--- src/rtl/wqe_pkt_segmenter.sv ---
// Pops one WQE from the TX WQE cache and splits its payload into MTU-sized
// packet descriptors, pulsing a per-WQE done strobe when the last one is taken.
module wqe_pkt_segmenter #(
    parameter int unsigned WQE_WIDTH    = 512,
    parameter int unsigned QP_PTR_WIDTH = 4,
    parameter int unsigned MTU_BYTES    = 4096,
    parameter int unsigned LEN_WIDTH    = 32
) (
    input  logic                    clk,
    input  logic                    rst_n,
    input  logic                    i_wqe_cache_empty,
    output logic                    o_wqe_cache_rd,
    input  logic                    i_wqe_val,
    input  logic [WQE_WIDTH-1:0]    i_wqe,
    output logic                    o_pkt_val,
    input  logic                    i_pkt_rdy,
    output logic [QP_PTR_WIDTH-1:0] o_pkt_qpn,
    output logic [63:0]             o_pkt_wrid,
    output logic [7:0]              o_pkt_opcode,
    output logic [63:0]             o_pkt_laddr,
    output logic [63:0]             o_pkt_raddr,
    output logic [LEN_WIDTH-1:0]    o_pkt_len,
    output logic                    o_pkt_first,
    output logic                    o_pkt_last,
    output logic                    o_wqe_done,
    output logic [63:0]             o_wqe_done_wrid
);

    localparam logic [LEN_WIDTH-1:0] MTU_LEN  = LEN_WIDTH'(MTU_BYTES);
    localparam logic [63:0]          MTU_ADDR = 64'(MTU_BYTES);

    typedef enum logic [1:0] {IDLE, RD_WAIT, SEG} state_e;

    state_e                  state_q, state_d;
    logic                    rd_q, rd_d;
    logic                    pkt_val_q, pkt_val_d;
    logic [QP_PTR_WIDTH-1:0] qpn_q, qpn_d;
    logic [63:0]             wrid_q, wrid_d;
    logic [7:0]              opcode_q, opcode_d;
    logic [63:0]             laddr_q, laddr_d;
    logic [63:0]             raddr_q, raddr_d;
    logic [LEN_WIDTH-1:0]    len_q, len_d;
    logic [LEN_WIDTH-1:0]    rem_q, rem_d;
    logic                    first_q, first_d;
    logic                    last_q, last_d;
    logic                    done_q, done_d;
    logic [63:0]             done_wrid_q, done_wrid_d;

    logic [LEN_WIDTH-1:0]    wqe_len_c;
    logic [LEN_WIDTH-1:0]    rem_nxt_c;
    logic                    unused_c;

    assign wqe_len_c = i_wqe[192 +: LEN_WIDTH];
    assign rem_nxt_c = rem_q - MTU_LEN;
    assign unused_c  = ^i_wqe;

    // Next-state and registered-output logic
    always_comb begin
        state_d     = state_q;
        rd_d        = 1'b0;
        pkt_val_d   = pkt_val_q;
        qpn_d       = qpn_q;
        wrid_d      = wrid_q;
        opcode_d    = opcode_q;
        laddr_d     = laddr_q;
        raddr_d     = raddr_q;
        len_d       = len_q;
        rem_d       = rem_q;
        first_d     = first_q;
        last_d      = last_q;
        done_d      = 1'b0;
        done_wrid_d = done_wrid_q;
        case (state_q)
            IDLE: begin
                // A pop issued from IDLE (incl. the done cycle) moves us on next cycle
                if (rd_q) begin
                    state_d = RD_WAIT;
                end else if (!i_wqe_cache_empty) begin
                    rd_d = 1'b1;
                end
            end
            RD_WAIT: begin
                if (i_wqe_val) begin
                    qpn_d     = i_wqe[328 +: QP_PTR_WIDTH];
                    wrid_d    = i_wqe[63:0];
                    opcode_d  = i_wqe[231:224];
                    laddr_d   = i_wqe[127:64];
                    raddr_d   = i_wqe[191:128];
                    rem_d     = wqe_len_c;
                    len_d     = (wqe_len_c <= MTU_LEN) ? wqe_len_c : MTU_LEN;
                    last_d    = (wqe_len_c <= MTU_LEN);
                    first_d   = 1'b1;
                    pkt_val_d = 1'b1;
                    state_d   = SEG;
                end
            end
            SEG: begin
                if (pkt_val_q && i_pkt_rdy) begin
                    if (last_q) begin
                        pkt_val_d   = 1'b0;
                        done_d      = 1'b1;
                        done_wrid_d = wrid_q;
                        rd_d        = !i_wqe_cache_empty;
                        state_d     = IDLE;
                    end else begin
                        rem_d   = rem_nxt_c;
                        len_d   = (rem_nxt_c <= MTU_LEN) ? rem_nxt_c : MTU_LEN;
                        last_d  = (rem_nxt_c <= MTU_LEN);
                        laddr_d = laddr_q + MTU_ADDR;
                        raddr_d = raddr_q + MTU_ADDR;
                        first_d = 1'b0;
                    end
                end
            end
            default: state_d = IDLE;
        endcase
    end

    always_ff @(posedge clk or negedge rst_n) begin
        if (!rst_n) begin
            state_q     <= IDLE;
            rd_q        <= 1'b0;
            pkt_val_q   <= 1'b0;
            qpn_q       <= '0;
            wrid_q      <= '0;
            opcode_q    <= '0;
            laddr_q     <= '0;
            raddr_q     <= '0;
            len_q       <= '0;
            rem_q       <= '0;
            first_q     <= 1'b0;
            last_q      <= 1'b0;
            done_q      <= 1'b0;
            done_wrid_q <= '0;
        end else begin
            state_q     <= state_d;
            rd_q        <= rd_d;
            pkt_val_q   <= pkt_val_d;
            qpn_q       <= qpn_d;
            wrid_q      <= wrid_d;
            opcode_q    <= opcode_d;
            laddr_q     <= laddr_d;
            raddr_q     <= raddr_d;
            len_q       <= len_d;
            rem_q       <= rem_d;
            first_q     <= first_d;
            last_q      <= last_d;
            done_q      <= done_d;
            done_wrid_q <= done_wrid_d;
        end
    end

    assign o_wqe_cache_rd  = rd_q;
    assign o_pkt_val       = pkt_val_q;
    assign o_pkt_qpn       = qpn_q;
    assign o_pkt_wrid      = wrid_q;
    assign o_pkt_opcode    = opcode_q;
    assign o_pkt_laddr     = laddr_q;
    assign o_pkt_raddr     = raddr_q;
    assign o_pkt_len       = len_q;
    assign o_pkt_first     = first_q;
    assign o_pkt_last      = last_q;
    assign o_wqe_done      = done_q;
    assign o_wqe_done_wrid = done_wrid_q;

endmodule

--- config.mk ---
export PLATFORM = sky130hd
export DESIGN_NAME = wqe_pkt_segmenter
export DESIGN_NICKNAME = d
export VERILOG_FILES = /design/src/rtl/wqe_pkt_segmenter.sv
export SDC_FILE = /design/constraint.sdc
export NUM_CORES = 1
export LEC_CHECK = 0
export CAP_MARGIN = 5
export CORE_AREA = 2 2 316 318
export CTS_BUF_LIST = sky130_fd_sc_hd__clkbuf_4
export CTS_CLUSTER_DIAMETER = 100
export DETAILED_ROUTE_END_ITERATION = 10
export DIE_AREA = 0 0 318 320
export DONT_BUFFER_PORTS = 1
export SLEW_MARGIN = 5
export SYNTH_ARGS = -nofsm -noshare
export SYNTH_HDL_FRONTEND = slang
export SYNTH_SLANG_ARGS = --single-unit
export TNS_END_PERCENT = 100
--- constraint.sdc ---
create_clock -name clk -period 7.82 [get_ports clk]
set_clock_uncertainty 0.1 [all_clocks]
set_input_delay 0.391 -clock clk [delete_from_list [all_inputs] [get_ports clk]]
set_output_delay 0.391 -clock clk [all_outputs]
set_load 0.005 [all_outputs]
==> qor.csv <==
stage,metric,value,unit
status,outcome,finished with violations,
status,violated checks,negative hold slack,
drt,Detailed Routing Iterations Pass 1,6,
timing,Final min period,3.99,ns
run,max cap viols,0,
synthesis,Post-synth ARST share,1.00,
synthesis,count of cell types in the netlist,77,
synthesis,syn_nets,2363,
final_layout,Synth-to-Final Area Change,36.8,%
floorplanning,Core ar.,98000,um2
setup_path,Crit Path Max Fanout,15,
setup_path,worst reg2reg path depth,8,
global_routing,largest net degree at the start of global routing,340,
global_routing,first-pass GRT wire length,117000,um
timing,Slew headroom,0.108,
final_layout,most frequent cells in the layout,"423 x nand2_1, 365 x dlygate4sd3_1, 339 x dfrtp_1",
floorplanning,initial core utilization,0.171,
cts,setup bufs post-CTS,0,
timing,Final Slew Violations,0,
floorplanning,cell row count,115,
timing,Hold Slack,-0.924,ns
drt,vias,16500,
final_layout,# fillers,10500,
synthesis,Ys Warns,0,
cts,hold buffers post-CTS,365,
drt,DR vias/cell,4.66,
setup_path,CP arrival,4.69,ns
cts,CTS max path bufs,3,
power_and_ir_drop,leak pwr,9.41,nW
synthesis,sequential share of the synthesized area,0.506,
timing,Tcrit/Tclk final,0.510,
cts,root buf cell,clkbuf_4,
setup_path,R2R Path Start,rem_q[12]$_DFFE_PN0P_,
setup_path,Worst EP required,8.52,ns
drt,final wirelength,81900,um
setup_path,R2R Setup Slk,3.83,ns
placed_design,GP Congestion,0.888,
setup_path,Setup Crit Path Kind,register to register,
drt,# DRC,0,
timing,final setup vio count,0,
synthesis,Main synth FF type,dfrtp_1,
placed_design,PortBufs,0,
synthesis,number of flops mapped to enable cells by yosys,0,
cts,Clock Latency Late Sink,0.93,ns
timing,Least-Margin Pin Slew,1.34,ns
cts,TritonCTS buffer count,98,
cts,CTS Sinks,339,
timing,RSZ-0062 raised after global routing,false,
placed_design,Post-DP HPWL,56400,um
synthesis,post-synthesis register bit count,339,
synthesis,Post-Syn Area,16800,um2
drt,number of nets with antenna violations after routing,0,
global_routing,initial antenna violation count,21,
power_and_ir_drop,Pwr per Cell Area,324,nW/um2
power_and_ir_drop,peak supply drop,224,uV
min_path,Hold Crit Class,primary input to async pin,
floorplanning,DIE AREA,102000,um2
setup_path,CP endpoint kind,register,
setup_path,crit start category,register,
synthesis,"Avg Cell Area, Syn",9.11,um2
cts,CTS tree,yes,
global_routing,vias in the first global route,16700,
final_layout,layout cell share with drive strength beyond 1,0.118,
global_routing,GRT Total Usage,0.156,
setup_path,Worst R2R End,o_pkt_len[3]$_DFFE_PN0P_,
setup_path,crit path buf inv count,2,
timing,Peak Freq,251,MHz
setup_path,Worst path top cell family by delay,compound AO/OA/AOI/OAI gates,
final_layout,# nets final,2714,
cts,clock-pin slew on the worst setup and hold paths,0.06,ns
floorplanning,Ports,822,
cts,H-tree depth,3,
final_layout,"commonest non-fill, non-tap cell in the layout",nand2_1,
drt,DR iter-0 viols,1343,
setup_path,cell at the slowest stage of the critical path,a211oi_4,
global_routing,gr ovfl total,0,
timing,final setup TNS,0,ns
setup_path,Worst path max stage delay,0.90,ns
floorplanning,Die X,318,um
timing,final hold violation count,339,
drt,drt wl/cell,23.1,um
synthesis,Syn Inst Count,1841,
floorplanning,Die Ht,320,um
setup_path,"critical path, cell by cell",inv_1 -> ha_1 -> nor3b_1 -> nand3b_1 -> a211oi_4 -> o2111ai_1 -> o21ai_2 -> dlygate4sd3_1,
layout make-up:
class / instances / area (um2) / share of cell area
antenna: 13 / 32.5 / 0.00142
clock buffer: 136 / 1020 / 0.0445
clock inverter: 18 / 140 / 0.00611
inverter: 16 / 60.1 / 0.00262
multi-input combinational: 1350 / 7760 / 0.338
sequential: 339 / 8480 / 0.370
tap: 1287 / 1610 / 0.0702
timing repair buffer: 387 / 3830 / 0.167
state kept, by name, indices dropped and copies added (netlist names):
name             flops
o_pkt_raddr         64
o_wqe_done           1
o_wqe_cache_rd       1
o_pkt_opcode         8
o_wqe_done_wrid     64
o_pkt_first          1
o_pkt_wrid          64
o_pkt_qpn            4
state_q              2
o_pkt_len           32
o_pkt_laddr         64
rem_q               32
o_pkt_last           1
o_pkt_val            1
repair_timing:
action / CTS / global route
hold endpoints to repair: 593 / 339
gates resized for setup: 0 / 0
endpoints found under the setup margin: 0 / 0
per-stage QoR:
| stage | power (W) | utilization | worst slack (ns) | instances | instance area (um2) |
|---|---|---|---|---|---|
| after global placement | 0.00543 | 0.185 | 4.24 | 3014 | 18100 |
| final | 0.00743 | 0.234 | 3.83 | 3546 | 22900 |
| after CTS | 0.00744 | 0.234 | 3.88 | 3533 | 22900 |
| after floorplan | 0.00449 | - | 5.26 | 1841 | 16800 |
| after detailed placement | 0.00548 | 0.185 | 4.23 | 3014 | 18100 |
| after global routing | 0.00795 | 0.234 | 3.52 | 3538 | 22900 |
kinds of logic after synthesis:
| logic type | share of synthesized area |
|---|---|
| AND/OR/NAND/NOR | 0.247 |
| AO/OA/AOI/OAI | 0.160 |
| flip-flops | 0.506 |
| buffers and inverters | 0.0363 |
| multiplexers | 0.0460 |
| adder cells (fa/ha/maj) | 0.00373 |
| XOR/XNOR | 0.000522 |
power by group:
group	total [W]	leakage, nW	internal, W	switching, W
registers	0.00342	4.26	0.00235	0.00107
logic	0.00233	4.45	0.000912	0.00141
clock network	0.00168	0.695	0.000807	0.000873
total	0.00743	9.41	0.00406	0.00336
cells in the mapped netlist, drive strengths merged (20+ instances only):
master,number,area share
nor3,56,0.017
or3,34,0.013
a21oi,111,0.033
mux2,65,0.044
clkbuf,112,0.025
and3,41,0.015
buf,24,0.0076
o22a,20,0.010
o21ai,91,0.027
nand4,41,0.016
a211oi,25,0.012
nor4,28,0.011
and4,22,0.011
nand3,55,0.017
dfrtp,339,0.51
nand2,424,0.095
and2,29,0.011
nor2,96,0.021
metal layers:
layer,wire [um],vias up,GRT usage
met2,36900,886,0.248
met1,32500,8065,0.182
li1,-,7408,-
met3,9080,162,0.0667
met4,3350,8,0.0696
met5,49,-,0
worst max-delay path by stage:
stage                                startpoint                           to  slack [ns]  depth (start not counted)
finish                    rem_q[12]$_DFFE_PN0P_     o_pkt_len[3]$_DFFE_PN0P_        3.83                          8
global route              rem_q[12]$_DFFE_PN0P_     o_pkt_len[3]$_DFFE_PN0P_        3.52                          8
CTS                       rem_q[12]$_DFFE_PN0P_     o_pkt_len[3]$_DFFE_PN0P_        3.88                          8
detailed placement        rem_q[12]$_DFFE_PN0P_    o_pkt_len[12]$_DFFE_PN0P_        4.23                          7
global placement          rem_q[12]$_DFFE_PN0P_    o_pkt_len[12]$_DFFE_PN0P_        4.24                          7
floorplan           o_pkt_raddr[12]$_DFFE_PN0P_  o_pkt_raddr[44]$_DFFE_PN0P_        5.26                          7
Power figures use the tool's default switching activity.
